===== src/rtl/date_counter.sv =====
// date_counter: running calendar register (BCD year, binary month/day).
// Advances one day per DAY_TICK and captures a sanitized date on LOAD.
// RESET is asynchronous and takes priority over LOAD, which takes
// priority over DAY_TICK.
module date_counter #(
   parameter logic [15:0] RST_YEAR  = 16'h2020,
   parameter logic [6:0]  RST_MONTH = 7'd1,
   parameter logic [6:0]  RST_DAY   = 7'd1
) (
   input  logic       CLK,
   input  logic       RESET,
   input  logic       LOAD,
   input  logic [3:0] SET_YEAR1000,
   input  logic [3:0] SET_YEAR100,
   input  logic [3:0] SET_YEAR10,
   input  logic [3:0] SET_YEAR1,
   input  logic [6:0] SET_MONTH,
   input  logic [6:0] SET_DAY,
   input  logic       DAY_TICK,
   output logic [3:0] YEAR1000,
   output logic [3:0] YEAR100,
   output logic [3:0] YEAR10,
   output logic [3:0] YEAR1,
   output logic [6:0] MONTH,
   output logic [6:0] DAY,
   output logic       LEAP,
   output logic       CLAMPED,
   output logic       YEAR_WRAP
);

   // A two-digit BCD value is divisible by 4 when an even tens digit pairs
   // with ones 0/4/8, or an odd tens digit pairs with ones 2/6.
   function automatic logic bcd2_div4(input logic [3:0] t, input logic [3:0] o);
      if (t[0]) return (o == 4'd2) || (o == 4'd6);
      else      return (o == 4'd0) || (o == 4'd4) || (o == 4'd8);
   endfunction

   // Gregorian leap rule on BCD digits; 0000 falls out as leap.
   function automatic logic leap_of(input logic [3:0] d3, input logic [3:0] d2,
                                    input logic [3:0] d1, input logic [3:0] d0);
      if ({d1, d0} == 8'h00) return bcd2_div4(d3, d2);
      else                   return bcd2_div4(d1, d0);
   endfunction

   function automatic logic [6:0] month_len(input logic [6:0] m, input logic lp);
      case (m)
         7'd2:                      return lp ? 7'd29 : 7'd28;
         7'd4, 7'd6, 7'd9, 7'd11:   return 7'd30;
         default:                   return 7'd31;
      endcase
   endfunction

   // yr_q[3] is the thousands digit, yr_q[0] the ones digit
   logic [3:0][3:0] yr_q, yr_d, yr_inc, set_yr;
   logic [6:0]      month_q, month_d, day_q, day_d;
   logic [6:0]      cur_len, set_month, set_day, set_len;
   logic            clamp_d, wrap_d, yr_clamp, carry;

   // BCD +1 across all four digits, resolved in one cycle
   always_comb begin
      yr_inc = yr_q;
      carry  = 1'b1;
      for (int i = 0; i < 4; i++) begin
         if (carry) begin
            if (yr_q[i] == 4'd9) begin
               yr_inc[i] = 4'd0;
            end else begin
               yr_inc[i] = yr_q[i] + 4'd1;
               carry     = 1'b0;
            end
         end
      end
   end

   // Sanitize the SET_* fields; leap and length come from the cleaned values
   always_comb begin
      set_yr   = {SET_YEAR1000, SET_YEAR100, SET_YEAR10, SET_YEAR1};
      yr_clamp = 1'b0;
      for (int i = 0; i < 4; i++) begin
         if (set_yr[i] > 4'd9) begin
            set_yr[i] = 4'd9;
            yr_clamp  = 1'b1;
         end
      end
      set_month = SET_MONTH;
      if (SET_MONTH == 7'd0 || SET_MONTH > 7'd12) set_month = 7'd1;
      set_len = month_len(set_month, leap_of(set_yr[3], set_yr[2], set_yr[1], set_yr[0]));
      set_day = SET_DAY;
      if (SET_DAY == 7'd0)         set_day = 7'd1;
      else if (SET_DAY > set_len)  set_day = set_len;
   end

   assign cur_len = month_len(month_q, LEAP);

   // Next-state select: LOAD wins over DAY_TICK; a colliding tick is dropped
   always_comb begin
      yr_d    = yr_q;
      month_d = month_q;
      day_d   = day_q;
      clamp_d = 1'b0;
      wrap_d  = 1'b0;
      if (LOAD) begin
         yr_d    = set_yr;
         month_d = set_month;
         day_d   = set_day;
         clamp_d = yr_clamp || (set_month != SET_MONTH) || (set_day != SET_DAY);
      end else if (DAY_TICK) begin
         if (day_q < cur_len) begin
            day_d = day_q + 7'd1;
         end else begin
            day_d = 7'd1;
            if (month_q == 7'd12) begin
               month_d = 7'd1;
               yr_d    = yr_inc;
               wrap_d  = carry;
            end else begin
               month_d = month_q + 7'd1;
            end
         end
      end
   end

   // Field registers and one-cycle status flags
   always_ff @(posedge CLK or posedge RESET) begin
      if (RESET) begin
         yr_q      <= RST_YEAR;
         month_q   <= RST_MONTH;
         day_q     <= RST_DAY;
         CLAMPED   <= 1'b0;
         YEAR_WRAP <= 1'b0;
      end else begin
         yr_q      <= yr_d;
         month_q   <= month_d;
         day_q     <= day_d;
         CLAMPED   <= clamp_d;
         YEAR_WRAP <= wrap_d;
      end
   end

   assign YEAR1000 = yr_q[3];
   assign YEAR100  = yr_q[2];
   assign YEAR10   = yr_q[1];
   assign YEAR1    = yr_q[0];
   assign MONTH    = month_q;
   assign DAY      = day_q;
   assign LEAP     = leap_of(yr_q[3], yr_q[2], yr_q[1], yr_q[0]);

endmodule


===== config.mk =====
export PLATFORM = sky130hd
export DESIGN_NAME = date_counter
export DESIGN_NICKNAME = d
export VERILOG_FILES = /design/src/rtl/date_counter.sv
export SDC_FILE = /design/constraint.sdc
export NUM_CORES = 1
export LEC_CHECK = 0
export ABC_AREA = 1
export CAP_MARGIN = 5
export CORE_UTILIZATION = 45
export DETAILED_ROUTE_END_ITERATION = 10
export HOLD_SLACK_MARGIN = 0.02
export PLACE_DENSITY_LB_ADDON = 0.2
export SLEW_MARGIN = 10
export SYNTH_ARGS = -nofsm -noshare
export SYNTH_HDL_FRONTEND = slang
export SYNTH_SLANG_ARGS = --single-unit

===== constraint.sdc =====
create_clock -name CLK -period 2.6 [get_ports CLK]
set_input_delay 0.52 -clock CLK [delete_from_list [all_inputs] [get_ports CLK]]
set_output_delay 0.52 -clock CLK [all_outputs]
set_load 0.05 [all_outputs]

# Word level (Yosys, flattened, before mapping)
# Cells that the tools add are included.
[word_totals]
regBits = 32
inputBits = 34
word_cells = 141
[op_classes]
add_sub_neg = 6
n_lt_le_gt_ge = 7
eq_ne = 34
n_mux = 51
reduce_logical = 35
[ops]
columns = ["op", "count"]
rows = [
  ["7-bit two-way mux", 10],
  ["16-bit two-way mux", 4],
  ["4-bit two-way mux", 11],
  ["7-bit by 4-bit equality test with 1-bit output, second input constant", 5],
  ["4-bit by 3-bit equality test with 1-bit output, second input constant", 8],
  ["4-bit equality test, second input constant", 8],
  ["7-bit by 3-bit equality test with 1-bit output, second input constant", 4],
  ["1-bit two-way mux", 24],
  ["4-bit by 1-bit adder with 4-bit output, second input constant", 4],
  ["4-bit by 2-bit equality test with 1-bit output, second input constant", 4],
  ["4-bit greater-than comparator, second input constant", 4],
  ["4-bit logical NOT", 4],
  ["8-bit logical NOT", 2],
  ["1-bit logical OR", 15],
  ["7-bit by 1-bit adder with 7-bit output, second input constant", 2],
  ["7-bit by 2-bit equality test with 1-bit output, second input constant", 2],
  ["7-bit logical NOT", 2],
  ["7-bit != test", 2],
  ["4-bit AND reduction", 3],
  ["2-bit nonzero test", 5],
  ["2-bit case mux with 2 select lines", 2],
  ["4-bit OR reduction", 2],
  ["7-bit by 4-bit greater-than comparator with 1-bit output, second input constant", 1],
  ["7-bit greater-than comparator", 1],
  ["other kinds (4)", 4],
]

# Depth between registers and ports, before layout
# Gate-level depths: netlist of the first run.
[depth]
depth_word = 15
mapped_depth = 21
depth_no_buf = 21

# Worst setup path after synthesis of the first run
# OpenSTA, ideal clock, no wires.
[synth_timing]
path_type = "input-to-reg"
from = "in SET_MONTH[2]"
to = "reg CLAMPED"
arrival_time_ns = 2.436
path_slack_ns = 0.050
cell_stages = 16
n_path_buf = 0
path_cell_list = "or2_1 nor4_2 nand2_1 nand2_1 inv_1 ha_1 a21boi_0 nand4_1 nand2_1 nand2_1 nand3b_1 inv_1 nor2_1 nand3_1 nand2_1 inv_1"
[synth_between]
elab_chain_len = 12
word_cells_on_any_way = 19
cone_classes = "order compare (2); eq/ne (7); mux (5); reduce/logical (5)"
[synth_rtl]
columns = ["element", "line_no", "rtl"]
rows = [
  ["start: declaration", "17", "input logic [6:0] SET_MONTH,"],
  ["7-bit by 4-bit greater-than comparator with 1-bit output / 7-bit logical NOT (equally long branches)", "86", "if (SET_MONTH == 7'd0 || SET_MONTH > 7'd12) set_month = 7'd1;"],
  ["1-bit logical OR", "86", ""],
  ["7-bit two-way mux", "86", ""],
  ["7-bit by 3-bit equality test with 1-bit output / 7-bit by 4-bit equality test with 1-bit output (equally long branches)", "46", "case (m)"],
  ["4-bit OR reduction", "46", ""],
  ["2-bit case mux with 2 select lines", "46", ""],
  ["7-bit greater-than comparator", "90", "else if (SET_DAY > set_len) set_day = set_len;"],
  ["7-bit two-way mux", "90", ""],
  ["7-bit two-way mux", "89", "if (SET_DAY == 7'd0) set_day = 7'd1;"],
  ["7-bit != test", "106", "clamp_d = yr_clamp || (set_month != SET_MONTH) || (set_day != SET_DAY);"],
  ["1-bit logical OR *", "106", ""],
  ["1-bit two-way mux *", "102", "if (LOAD) begin"],
  ["net clamp_d", "57", "logic clamp_d, wrap_d, yr_clamp, carry;"],
  ["end signal: assignment", "135", "CLAMPED <= clamp_d;"],
  ["end: declaration", "27", "output logic CLAMPED,"],
]
# The timed path passes the listed nets; every way through them passes the cells marked *.
# A chain may end at the register's enable or synchronous reset.

# Worst setup path in the final report of the first run
[layout_timing]
from = "in SET_MONTH[3]"
to = "reg CLAMPED"
# Same word-level chain as after synthesis.

==> results of run 1 <==
-- where the power goes --
group | switching (mW) | leakage, nW | internal (mW)
sequential | 0.205 | 0.398 | 0.635
clock | 0.204 | 0.0552 | 0.285
combinational | 1.06 | 1.58 | 0.578
total | 1.47 | 2.04 | 1.50
-- worst max-delay path, stage by stage --
cell,delay (ns)
clkdlybuf4s15_1,0.19
or2_4,0.27
nor4_4,0.28
nand2_1,0.16
buf_4,0.16
buf_4,0.12
buf_4,0.12
buf_4,0.12
buf_4,0.12
buf_4,0.12
buf_4,0.12
buf_4,0.13
nand3_4,0.08
nand2_1,0.05
nand2_1,0.05
nand3_1,0.06
nand2_1,0.06
inv_1,0.04
-- stage by stage --
stage,std cells,worst slack (ns),total power [mW],hold WS [ns]
global placement,563,-0.443,2.38,0.472
CTS,604,0.0144,2.93,0.494
finish,605,0.0253,2.97,0.491
floorplan,404,0.0502,1.92,0.586
detailed placement,563,-0.582,2.41,0.482
global route,605,-0.105,3.14,0.516
-- Yosys cell counts (3+ instances only) --
| master | instances | area share |
|---|---|---|
| inv_1 | 46 | 0.064 |
| nand2_1 | 109 | 0.15 |
| xor2_1 | 8 | 0.026 |
| nand3_1 | 32 | 0.059 |
| nand4_1 | 26 | 0.060 |
| clkbuf_1 | 3 | 0.0042 |
| buf_2 | 3 | 0.0055 |
| nor2_2 | 3 | 0.0069 |
| dfrtp_1 | 28 | 0.26 |
| a22oi_1 | 4 | 0.011 |
| o21ai_2 | 7 | 0.023 |
| a21oi_1 | 9 | 0.017 |
| inv_2 | 11 | 0.015 |
| nor2_1 | 39 | 0.054 |
| dfstp_2 | 4 | 0.039 |
| o21ai_0 | 19 | 0.035 |
| nand2_2 | 4 | 0.0092 |
| ha_1 | 8 | 0.037 |
| nor3_1 | 6 | 0.011 |
-- state kept, by name, summed over array words and instances, names as in the netlist --
register and cells:
YEAR100 4, DAY 7, MONTH 7, YEAR1000 4
YEAR10 4, CLAMPED 1, YEAR_WRAP 1, YEAR1 4
-- worst max path at each step --
stage	start	endpoint	slack [ns]	cells after the start
global placement	SET_MONTH[4]	DAY[0]	-0.44	18
CTS	SET_MONTH[6]	CLAMPED	0.01	18
floorplan	SET_MONTH[2]	CLAMPED	0.05	16
finish	SET_MONTH[3]	CLAMPED	0.03	18
global route	SET_YEAR100[3]	CLAMPED	-0.11	20
detailed placement	SET_MONTH[4]	CLAMPED	-0.58	18
-- cell families (layout without fill, tap and decap cells) --
group / count (synthesis) / count (layout) / share of synthesized area
buffers and inverters: 70 / 199 / 0.109
AO/OA/AOI/OAI: 58 / 58 / 0.143
adder cells (fa/ha/maj): 8 / 8 / 0.0370
XOR/XNOR: 8 / 8 / 0.0259
AND/OR/NAND/NOR: 228 / 228 / 0.388
flip-flops: 32 / 32 / 0.297
-- what timing repair did --
item | CTS | global route
pin swaps | 14 | 30
gates resized for setup | 42 | 59
buffers inserted | 34 | 4
endpoints found under the setup margin | 6 | 6
-- layer usage --
metal | routed length (um) | share of wire
met4 | 257 | 0.028
met3 | 651 | 0.071
met5 | 0 | 0
met2 | 4430 | 0.48
met1 | 3800 | 0.42
-- layout by cell type, fill, tap and decap left out, drive strengths merged, types with 2 or more instances in the layout --
cell type | synthesis | final
dfstp | 4 | 4
xor2 | 8 | 8
a21oi | 9 | 9
or2 | 2 | 2
clkdlybuf4s15 | 0 | 5
a22oi | 4 | 4
o21ai | 28 | 28
clkinv | 1 | 2
a32o | 2 | 2
o21a | 2 | 2
nand2 | 115 | 115
nor3 | 6 | 6
a32oi | 2 | 2
nand4 | 26 | 26
dfrtp | 28 | 28
nand3 | 34 | 34
clkdlybuf4s50 | 0 | 42
buf | 9 | 69
dlygate4sd2 | 0 | 3
clkbuf | 3 | 15
nor2 | 42 | 42
inv | 57 | 57
o31ai | 3 | 3
ha | 8 | 8
dlymetal6s2s | 0 | 5
o211ai | 3 | 3
-- area by class of cell --
cell class	instances	area, um2
Multi-Input combinational cell	302	1760
Fill cell	452	1520
Timing Repair Buffer	133	1140
Sequential cell	32	806
Inverter	58	218
Tap cell	72	90.1
Clock buffer	6	72.6
Clock inverter	2	35.0
==> results.json, run 1 <==
{
  "clockRootBuffer": "clkbuf_8",
  "worstHoldPathCells": 2,
  "fp.dieW_um": 79.6,
  "drt-pass1-iter-count": 7,
  "crit_arrival_ns": 2.77,
  "cts_tree": "yes",
  "hold_viol_final": 0,
  "layout-drive-gt1-share": 0.287,
  "relSlewSlack": 0.646,
  "r2r-start": "MONTH[0]",
  "wl_mm": 9.14,
  "synthArstFlopShare": 1.00,
  "place_congestion": 0.877,
  "cts_hold_buffers": 0,
  "fin_skew_ns": 0.0121,
  "period_needed_ns": 2.57,
  "grt_pass1_wl_mm": 14.8,
  "core-area_mm2": 0.00564,
  "wl_per_cell_um": 15.1,
  "cap_viol_max_count": 0,
  "placed_area_mm2": 0.00363,
  "min_from": "YEAR10[1]",
  "grt_util_met1": 0.386,
  "ys_ff_latch": 32,
  "cts_sinks": 32,
  "drcViolationCount": 0,
  "fmax_ghz": 0.388,
  "drv_slew": 0,
  "yosysSeqAreaShare": 0.297,
  "tightest_slew_ns": 0.531,
  "path_clk_slew_ns": 0.08,
  "timing_worst_setup_path_type": "in2reg",
  "die_h_um": 79.6,
  "rr_worst_depth": 13,
  "placementRows": 27,
  "clk_latency_ns": 0.29,
  "cp.required_ns": 2.79,
  "ys_types": 44,
  "initialDrtViolationCount": 347,
  "synth_nets": 446,
  "die-area_mm2": 0.00633,
  "start_util": 0.480,
  "vias_per_cell": 5.51,
  "io_buffers": 66,
  "post-route-period-util": 0.990,
  "clockBufferDepth": 2,
  "netlist_area_mm2": 0.00271,
  "layout.nets": 574,
  "ios": 67,
  "setup_tns_ns": 0,
  "rrSetupSlack_ns": 0.22,
  "path_max_fanout": 3,
  "stdcell_area_mm2": 0.00412,
  "ant_nets": 0,
  "timing.rr.end": "YEAR1[1]",
  "syn_inst": 404,
  "postSynthAreaPerCell_um2": 6.71,
  "fin_util": 0.731,
  "grt_max_degree": 33,
  "cts_buffers": 5,
  "grt.met2_usage": 0.506,
  "status": "completed",
  "h-tree-depth": 2,
  "cp-start-kind": "input pin",
  "power_density_mw_per_mm2": 719,
  "setup_viol": 0,
  "dr_total_vias": 3336,
  "cp-end-kind": "register",
  "ir_drop_uv": 452,
  "post-dp-hpwl_mm": 5.80,
  "rsz0062_at_grt": "true",
  "globalRouteOverflowTotal": 0,
  "syn2layout_area_growth_pct": 52.2,
  "antenna_cells": 0,
  "synth_warnings": 0,
  "ys.flop_type": "dfrtp_1",
  "min_to": "YEAR10[1]",
  "grtUsageTotal": 0.303,
  "hold_path_class": "reg2reg",
  "use_met3": 0.0480,
  "grt_pass1_vias": 3118,
  "synth_edf_count": 0,
  "p_leak_nw": 2.04,
  "grt-busiest-layer": "met2",
  "antenna_found_initial": 0
}
No activity file was read; power rests on OpenSTA's default activity.
==> run 2: changes to the inputs <==
--- a/config.mk
+++ b/config.mk
@@ -7,6 +7,7 @@
 export LEC_CHECK = 0
 export ABC_AREA = 1
 export CAP_MARGIN = 5
+export CORE_ASPECT_RATIO = 1.4
 export CORE_UTILIZATION = 45
 export DETAILED_ROUTE_END_ITERATION = 10
 export HOLD_SLACK_MARGIN = 0.02
==> constraint.sdc (replaced) <==
create_clock -name CLK -period 2.6 [get_ports CLK]
set_input_delay 0.78 -clock CLK [delete_from_list [all_inputs] [get_ports CLK]]
set_output_delay 0.78 -clock CLK [all_outputs]
set_load 0.05 [all_outputs]
==> run 2 against run 1 <==
Effect of this change:
- the flow now finishes with violations (negative setup slack)
- largest power group unchanged
- maximum frequency down 3.8%
- clock skew grew 0.0012 ns
- cell area is 0.88% lower
- non-clock buffer count grew 5
- worst hold slack worse by 0.0062 ns
- die area about the same
- combinational power is essentially flat
- wire length decreased by 5.5%
- core utilization down 2.9 points
- highest routed layer unchanged
- flip-flop and latch count unchanged
- first-iteration DRC count is 21% lower
- global-route usage is 1.4 points lower
==> results.json, run 2 (synthesized netlist as in run 1, its figures left out) <==
{
  "setup_tns_ns": -0.125,
  "timing_worst_setup_path_type": "in2reg",
  "setup_viol": 3,
  "critPathTopFamily": "simple AND/OR/NAND/NOR gates",
  "pre_cts_slack_ns": -0.806,
  "critical-path-slowest-cell": "ha_1",
  "ios": 67,
  "antenna_found_initial": 0,
  "h-tree-depth": 2,
  "cap_viol_max_count": 0,
  "fmax_ghz": 0.374,
  "post-dp-hpwl_mm": 6.04,
  "layout-drive-gt1-share": 0.309,
  "drt-pass1-iter-count": 4,
  "critical_path.max_stage_delay_ns": 0.30,
  "relSlewSlack": 0.663,
  "stdcell_area_mm2": 0.00409,
  "cts_buffers": 5,
  "dr_total_vias": 3269,
  "crit_arrival_ns": 2.88,
  "drcViolationCount": 0,
  "period_needed_ns": 2.68,
  "placed_area_mm2": 0.00372,
  "layout.nets": 579,
  "core-area_mm2": 0.00582,
  "io_buffers": 66,
  "wl_mm": 8.64,
  "tightest_slew_ns": 0.503,
  "path_buf_inv": 5,
  "initialDrtViolationCount": 275,
  "antenna_cells": 0,
  "stdcell_count": 608,
  "power_density_mw_per_mm2": 719,
  "hold_path_class": "reg2reg",
  "clockRootBuffer": "clkbuf_8",
  "status": "finished, violations left",
  "rsz0062_at_grt": "true",
  "final_cell_mix": "101 x nand2_1, 68 x buf_4, 42 x clkdlybuf4s50_1",
  "fin_util": 0.702,
  "placementRows": 33,
  "path_cells": "buf_2, inv_1, nand4_1, nor2_2, nand2_1, o21ai_1, nand2_1, nand2_1, inv_1, ha_1, a21boi_1, nand4_1, nand2_2, nand2_2, nand3b_1, inv_1, nor2_1, nand3_1, nand2_1, inv_1",
  "grtUsageTotal": 0.289,
  "power_mw": 2.94,
  "setup_ws_ns": -0.0768,
  "ant_nets": 0,
  "globalRouteOverflowTotal": 0,
  "grt_pass1_wl_mm": 14.0,
  "cp.required_ns": 2.80,
  "wl_per_cell_um": 14.2,
  "drv_slew": 0,
  "cts_hold_buffers": 0,
  "clk_latency_ns": 0.30,
  "die_h_um": 93.8,
  "cp-end-kind": "register",
  "cp-start-kind": "input pin",
  "ir_drop_uv": 482,
  "grt_max_degree": 33,
  "start_util": 0.465,
  "vias_per_cell": 5.38,
  "die-area_mm2": 0.00634,
  "clockBufferDepth": 2,
  "cts_sinks": 32,
  "p_leak_nw": 2.02,
  "fp.dieW_um": 67.6,
  "hold_viol_final": 0,
  "path_max_fanout": 6,
  "fin_skew_ns": 0.0133,
  "mostFrequentLayoutCell": "nand2_1",
  "dp.cells": 570,
  "violations": "negative setup slack",
  "syn2layout_area_growth_pct": 50.9,
  "cts_tree": "yes",
  "grt_pass1_vias": 3143,
  "place_congestion": 0.880,
  "path_clk_slew_ns": 0.08,
  "whs_ns": 0.485,
  "post-route-period-util": 1.03
}
==> run 2: tightest hold or removal path: stages, from the launching register on <==
cell	delay (ns)
dfstp_2	0.39
nand2_1	0.06
nand2_1	0.04
==> run 2: what timing repair did <==
item                       4_1_cts  5_1_grt
pin swaps                       22       20
buffers inserted                25        5
gates cloned                     0        0
resized for setup              107       24
setup endpoints to repair        6        6
==> run 2: final timing paths <==
kind                                    start          end  slack, ns  cells past startpoint
min in group asynchronous               RESET  YEAR1000[3]       0.87                      3
worst max register to register       MONTH[0]     YEAR1[0]       0.27                     14
worst max-delay path            SET_YEAR10[3]      CLAMPED      -0.08                     20
max in group asynchronous               RESET       DAY[0]       1.38                      3
worst min register to register    YEAR1000[1]  YEAR1000[1]       0.49                      2
worst min-delay path              YEAR1000[1]  YEAR1000[1]       0.49                      2
==> run 2: routing by layer <==
metal / up-vias / global-route usage / wire, um
met2: 113 / 0.516 / 4530
met1: 1524 / 0.329 / 3370
met4: 0 / 0.122 / 269
li1: 1603 / - / -
met5: - / 0 / 0
met3: 29 / 0.0400 / 465
==> run 2: final cells by class <==
| cell class | count | area (um2) |
|---|---|---|
| sequential | 32 | 806 |
| multi-input combinational | 302 | 1720 |
| fill | 489 | 1730 |
| timing repair buffer | 138 | 1170 |
| clock buffer | 6 | 82.6 |
| clock inverter | 2 | 10.0 |
| inverter | 58 | 218 |
| tap | 70 | 87.6 |
==> run 2: where the power goes <==
| part | switching, mW | leakage (nW) | total, mW | internal, mW |
|---|---|---|---|---|
| sequential | 0.209 | 0.398 | 0.844 | 0.635 |
| clock | 0.209 | 0.0510 | 0.421 | 0.212 |
| combinational | 1.06 | 1.57 | 1.67 | 0.619 |
